$ cat src/rtl/mem_stage_lsu.sv
// Memory-stage load/store unit: turns one EX/MEM load or store into a single
// word-aligned request/ready bus transaction, with lane steering and extension.
module mem_stage_lsu #(
  parameter int TIMEOUT_CYCLES = 255
) (
  input  logic        clk,
  input  logic        rst,
  input  logic        mem_load,
  input  logic        mem_store,
  input  logic [2:0]  mem_funct3,
  input  logic [31:0] mem_addr,
  input  logic [31:0] mem_store_data,
  output logic        bus_req,
  output logic        bus_we,
  output logic [31:0] bus_addr,
  output logic [31:0] bus_wdata,
  output logic [3:0]  bus_wstrb,
  input  logic        bus_ready,
  input  logic [31:0] bus_rdata,
  output logic [31:0] mem_read_data,
  output logic        mem_wb_load,
  output logic        mem_stall,
  output logic        misalign_err,
  output logic        bus_err
);

  typedef enum logic [1:0] {
    S_IDLE = 2'd0,
    S_BUSY = 2'd1,
    S_DONE = 2'd2
  } state_t;

  localparam logic [15:0] LP_CNT_LAST = 16'(TIMEOUT_CYCLES - 1);

  state_t      r_state;
  logic [15:0] r_cnt;
  logic [2:0]  r_funct3;
  logic [1:0]  r_off;

  logic        w_access;
  logic        w_legal;
  logic        w_aligned;
  logic        w_go;
  logic [31:0] w_wdata;
  logic [3:0]  w_wstrb;
  logic [7:0]  w_byte;
  logic [15:0] w_half;
  logic [31:0] w_load_fmt;

  assign w_access    = mem_load | mem_store;
  assign w_go        = w_access & w_legal & w_aligned;
  assign mem_wb_load = mem_load;
  assign mem_stall   = ((r_state == S_IDLE) & w_go) | (r_state == S_BUSY);

  always_comb begin
    w_legal = 1'b0;
    case (mem_funct3)
      3'b000, 3'b001, 3'b010: w_legal = w_access;
      3'b100, 3'b101:         w_legal = mem_load;
      default:                w_legal = 1'b0;
    endcase
  end

  always_comb begin
    w_aligned = 1'b0;
    case (mem_funct3[1:0])
      2'b00:   w_aligned = 1'b1;
      2'b01:   w_aligned = ~mem_addr[0];
      2'b10:   w_aligned = (mem_addr[1:0] == 2'b00);
      default: w_aligned = 1'b0;
    endcase
  end

  // Store data is replicated across lanes; the strobes pick the live lane.
  always_comb begin
    w_wdata = mem_store_data;
    w_wstrb = 4'hF;
    case (mem_funct3[1:0])
      2'b00: begin
        w_wdata = {4{mem_store_data[7:0]}};
        w_wstrb = 4'b0001 << mem_addr[1:0];
      end
      2'b01: begin
        w_wdata = {2{mem_store_data[15:0]}};
        w_wstrb = 4'b0011 << mem_addr[1:0];
      end
      default: begin
        w_wdata = mem_store_data;
        w_wstrb = 4'hF;
      end
    endcase
  end

  always_comb begin
    w_byte = bus_rdata[7:0];
    case (r_off)
      2'd0:    w_byte = bus_rdata[7:0];
      2'd1:    w_byte = bus_rdata[15:8];
      2'd2:    w_byte = bus_rdata[23:16];
      default: w_byte = bus_rdata[31:24];
    endcase
    w_half = r_off[1] ? bus_rdata[31:16] : bus_rdata[15:0];
    case (r_funct3)
      3'b000:  w_load_fmt = {{24{w_byte[7]}}, w_byte};
      3'b001:  w_load_fmt = {{16{w_half[15]}}, w_half};
      3'b100:  w_load_fmt = {24'h0, w_byte};
      3'b101:  w_load_fmt = {16'h0, w_half};
      default: w_load_fmt = bus_rdata;
    endcase
  end

  always_ff @(posedge clk) begin
    if (rst) begin
      r_state       <= S_IDLE;
      r_cnt         <= 16'd0;
      r_funct3      <= 3'd0;
      r_off         <= 2'd0;
      bus_req       <= 1'b0;
      bus_we        <= 1'b0;
      bus_addr      <= 32'd0;
      bus_wdata     <= 32'd0;
      bus_wstrb     <= 4'd0;
      mem_read_data <= 32'd0;
      misalign_err  <= 1'b0;
      bus_err       <= 1'b0;
    end else begin
      misalign_err <= 1'b0;
      bus_err      <= 1'b0;
      case (r_state)
        S_IDLE: begin
          if (w_go) begin
            bus_req   <= 1'b1;
            bus_we    <= mem_store;
            bus_addr  <= {mem_addr[31:2], 2'b00};
            bus_wdata <= mem_store ? w_wdata : 32'd0;
            bus_wstrb <= mem_store ? w_wstrb : 4'd0;
            r_funct3  <= mem_funct3;
            r_off     <= mem_addr[1:0];
            r_cnt     <= 16'd0;
            r_state   <= S_BUSY;
          end else if (w_access) begin
            misalign_err  <= 1'b1;
            mem_read_data <= 32'd0;
          end
        end
        S_BUSY: begin
          // A ready on the final allowed cycle completes rather than aborts.
          if (bus_ready) begin
            bus_req       <= 1'b0;
            mem_read_data <= bus_we ? 32'd0 : w_load_fmt;
            r_state       <= S_DONE;
          end else if (r_cnt == LP_CNT_LAST) begin
            bus_req       <= 1'b0;
            bus_err       <= 1'b1;
            mem_read_data <= 32'd0;
            r_state       <= S_DONE;
          end else begin
            r_cnt <= r_cnt + 16'd1;
          end
        end
        S_DONE: begin
          r_state <= S_IDLE;
        end
        default: begin
          r_state <= S_IDLE;
        end
      endcase
    end
  end

endmodule

$ cat config.mk
export PLATFORM = sky130hd
export DESIGN_NAME = mem_stage_lsu
export DESIGN_NICKNAME = d
export VERILOG_FILES = /design/src/rtl/mem_stage_lsu.sv
export SDC_FILE = /design/constraint.sdc
export NUM_CORES = 1
export LEC_CHECK = 0
export ABC_AREA = 1
export CAP_MARGIN = 30
export CORE_MARGIN = 2
export CORE_UTILIZATION = 49
export DETAILED_ROUTE_END_ITERATION = 10
export PLACE_DENSITY = 0.87
export SKIP_LAST_GASP = 1
export SYNTH_ARGS = -nofsm -noshare
export SYNTH_HDL_FRONTEND = slang
export SYNTH_SLANG_ARGS = --single-unit
$ cat constraint.sdc
create_clock -name clk -period 2.55 [get_ports clk]
set_input_delay 0.255 -clock clk [delete_from_list [all_inputs] [get_ports clk]]
set_output_delay 0.255 -clock clk [all_outputs]
set_load 0.02 [all_outputs]
==> results.toml, run 1 <==
[status]
outcome = "complete, but fails checks"
violations = "DRC"

[setup_path]
critPathCaptureType = "output pin"
crit_type = "reg -> out"
cp-start-kind = "flip-flop"
crit_required_ns = 2.30
worstPathArrival_ns = 2.04
crit_fanout = 12

[sta]
final-setup-viol-count = 0
hold-worst-slack_ns = 0.2520
hold_violations = 0
fmax_mhz = 435.4
finalSetupTns_ns = 0
slew-limit-headroom = 0.4835
rsz0062_at_grt = "false"
maxSlewViolCount = 0
finalCriticalPeriod_ns = 2.297
tightest_slew_ns = 0.7748
fin_skew_ns = 0.006644
timing.final.ws_setup_ns = 0.2533
period_share = 0.9007

[synthesis]
seq_area_frac_synth = 0.4301
yosys.area.top_type = "dfxtp_1"
synthAdderAreaFrac = 0.004301
yosys.area.top_type_share = 0.4301
synth_enable_flop_cells = 0
synth_commonest_cells = "nand2_1, dfxtp_1, a21oi_1"
ys_types = 36
synth_top_family_by_area = "simple AND/OR/NAND/NOR gates"
synth.cell_area_sq_um = 5818
synthTopCellsByArea = "dfxtp_1, nand2_1, a21oi_1, nor2_1, o21ai_0"
ys.flop_type = "dfxtp_1"
synth_compound_area_frac = 0.1849
async_flop_share = 0
synth.most_common_cell = "nand2_1"
syn_avg_cell_area_sq_um = 6.959
synthSimpleGateAreaFrac = 0.2931
yosys_warnings = 0
synthMuxAreaShare = 0
synth-seq-cells = 125
synth_xor_area_frac = 0.003011
syn_inst = 836

[die]
io_pins = 210
dieArea_sq_um = 12760
floorplan.initialDensity = 0.5052
coreArea_sq_um = 11520
fp.dieW_microns = 113.0
die_h_microns = 113.0
row_count = 39

[global_route]
grt_overflow = 0
grt_max_degree = 75
grt_pass1_wl_microns = 27950
grt_usage = 0.2729
antenna_found_initial = 0
grt_pass1_vias = 5616

[detailed_routing]
wl_microns = 17320
met2WireLength_microns = 8205
vias = 6177
drt-met1-wl_microns = 7077
dr.first_iter.drc_count = 578
highest_layer = "met4"
drt_pass1_iterations = 10
wl_per_cell_microns = 14.57
detailroute.wirelength.met3_microns = 1669
drc_errors = 8
ant_nets = 0
avgViaCountPerCell = 5.199

[cts]
cts_max_path_buffers = 2
cts_tree = "built"
cts_inserted_buffers = 17
post_cts_buffers = 0
clock_latency_ns = 0.42
ctsResizeCount = 0
root_buffer = "clkbuf_16"
ctsHoldBuffers = 0
clk_pin_slew_ns = 0.05
clkSinkCount = 125
h-tree-depth = 4

[hold_path]
worstHoldPathType = "in -> reg"

[cells_and_area]
antenna_cells = 0
regArea_sq_um = 2502
areaGrowthSynthToFinish_pct = 47.03
layout.nets = 1138
fin_area_sq_um = 8554
drive_gt1_frac = 0.08900
multiInputGateArea_sq_um = 2834
n_fill_cell = 894

[placement]
placed_area_sq_um = 7938
port_buffers = 207
post-place-ws_ns = 0.3051
dpl.hpwl_microns = 11940
gp_congestion = 0.9103

[power]
p_leak_uw = 0.003337
power_density_nw_per_um2 = 647.9
ir_worst_vdd_uv = 513.7

[flow_run]
drv_cap = 0
[registers in the layout (all words and copies together) (netlist names)]
| register | count |
|---|---|
| bus_addr | 30 |
| bus_err | 1 |
| bus_req | 1 |
| bus_wdata | 32 |
| bus_we | 1 |
| bus_wstrb | 4 |
| mem_read_data | 32 |
| misalign_err | 1 |
| r_cnt | 16 |
| r_funct3 | 3 |
| r_off | 2 |
| r_state | 2 |
[worst max-delay path, cell delays in order (launching register included)]
cell and delay (ns):
dfxtp_1 0.34, inv_1 0.06, nor2_2 0.18, inv_1 0.24, nand2_1 0.18, clkdlybuf4s50_1 0.62
[worst paths after layout]
| kind | startpoint | slack, ns | cells past startpoint | to |
|---|---|---|---|---|
| max | r_state[0] | 0.25 | 5 | mem_stall |
| min | rst | 0.25 | 4 | r_cnt[0] |
| max reg2reg | r_state[0] | 0.56 | 8 | mem_read_data[10] |
| min reg2reg | bus_wdata[26] | 0.46 | 2 | bus_wdata[26] |
[area by class of cell]
class | instances | share of cell area
Clock inverter | 13 | 0.01916
Timing Repair Buffer | 221 | 0.2554
Inverter | 63 | 0.02779
Tap cell | 143 | 0.02092
Clock buffer | 19 | 0.05295
Sequential cell | 125 | 0.2925
Multi-Input combinational cell | 604 | 0.3313
[cell usage in the layout (no fill, tap or decap), types with 4 or more instances in the layout]
cell,instances
nor2_1,97
nand3_1,60
or2_2,6
inv_1,55
clkinv_2,4
o21ai_2,20
clkinv_4,4
a21oi_1,101
buf_4,13
nand4_1,5
inv_2,5
clkbuf_16,17
dfxtp_1,125
o21ai_0,63
clkdlybuf4s50_1,206
o22ai_1,5
nand2_1,217
[kinds of logic after synthesis]
logic type | count (synthesis)
and+or+nand+nor | 403
DFF | 125
other | 1
xor gates and xnor gates | 2
AOI/OAI and AO/OA | 195
adders and majority gates | 2
buffers and inverters | 108
[per-stage QoR]
step	power, uW	util	cells
floorplan	2659	-	837
global placement	3070	0.6893	1156
detailed placement	3077	0.6893	1156
CTS	5570	0.7428	1188
global route	5770	0.7428	1188
finish	5543	0.7428	1188
[layer usage]
| metal | GRT usage | vias up |
|---|---|---|
| met5 | 0 | - |
| met4 | 0.09837 | 0 |
| met3 | 0.1071 | 32 |
| met2 | 0.4369 | 258 |
| met1 | 0.3351 | 2771 |
| li1 | - | 3116 |
[power by group]
part / leakage [uW] / internal [uW] / switching, uW
Clock: 0.000299 / 1590 / 902
Sequential: 0.00101 / 2040 / 49.9
Combinational: 0.00202 / 416 / 547
Note: power is estimated with default switching activity, not from simulation.
==> run 2: changes to the inputs <==
--- a/config.mk
+++ b/config.mk
@@ -12,6 +12,7 @@
 export DETAILED_ROUTE_END_ITERATION = 10
 export PLACE_DENSITY = 0.87
 export SKIP_LAST_GASP = 1
+export SLEW_MARGIN = 0
 export SYNTH_ARGS = -nofsm -noshare
 export SYNTH_HDL_FRONTEND = slang
 export SYNTH_SLANG_ARGS = --single-unit
==> results of run 2 <==
The final DEF is identical to that of run 1; final timing and power are the same.
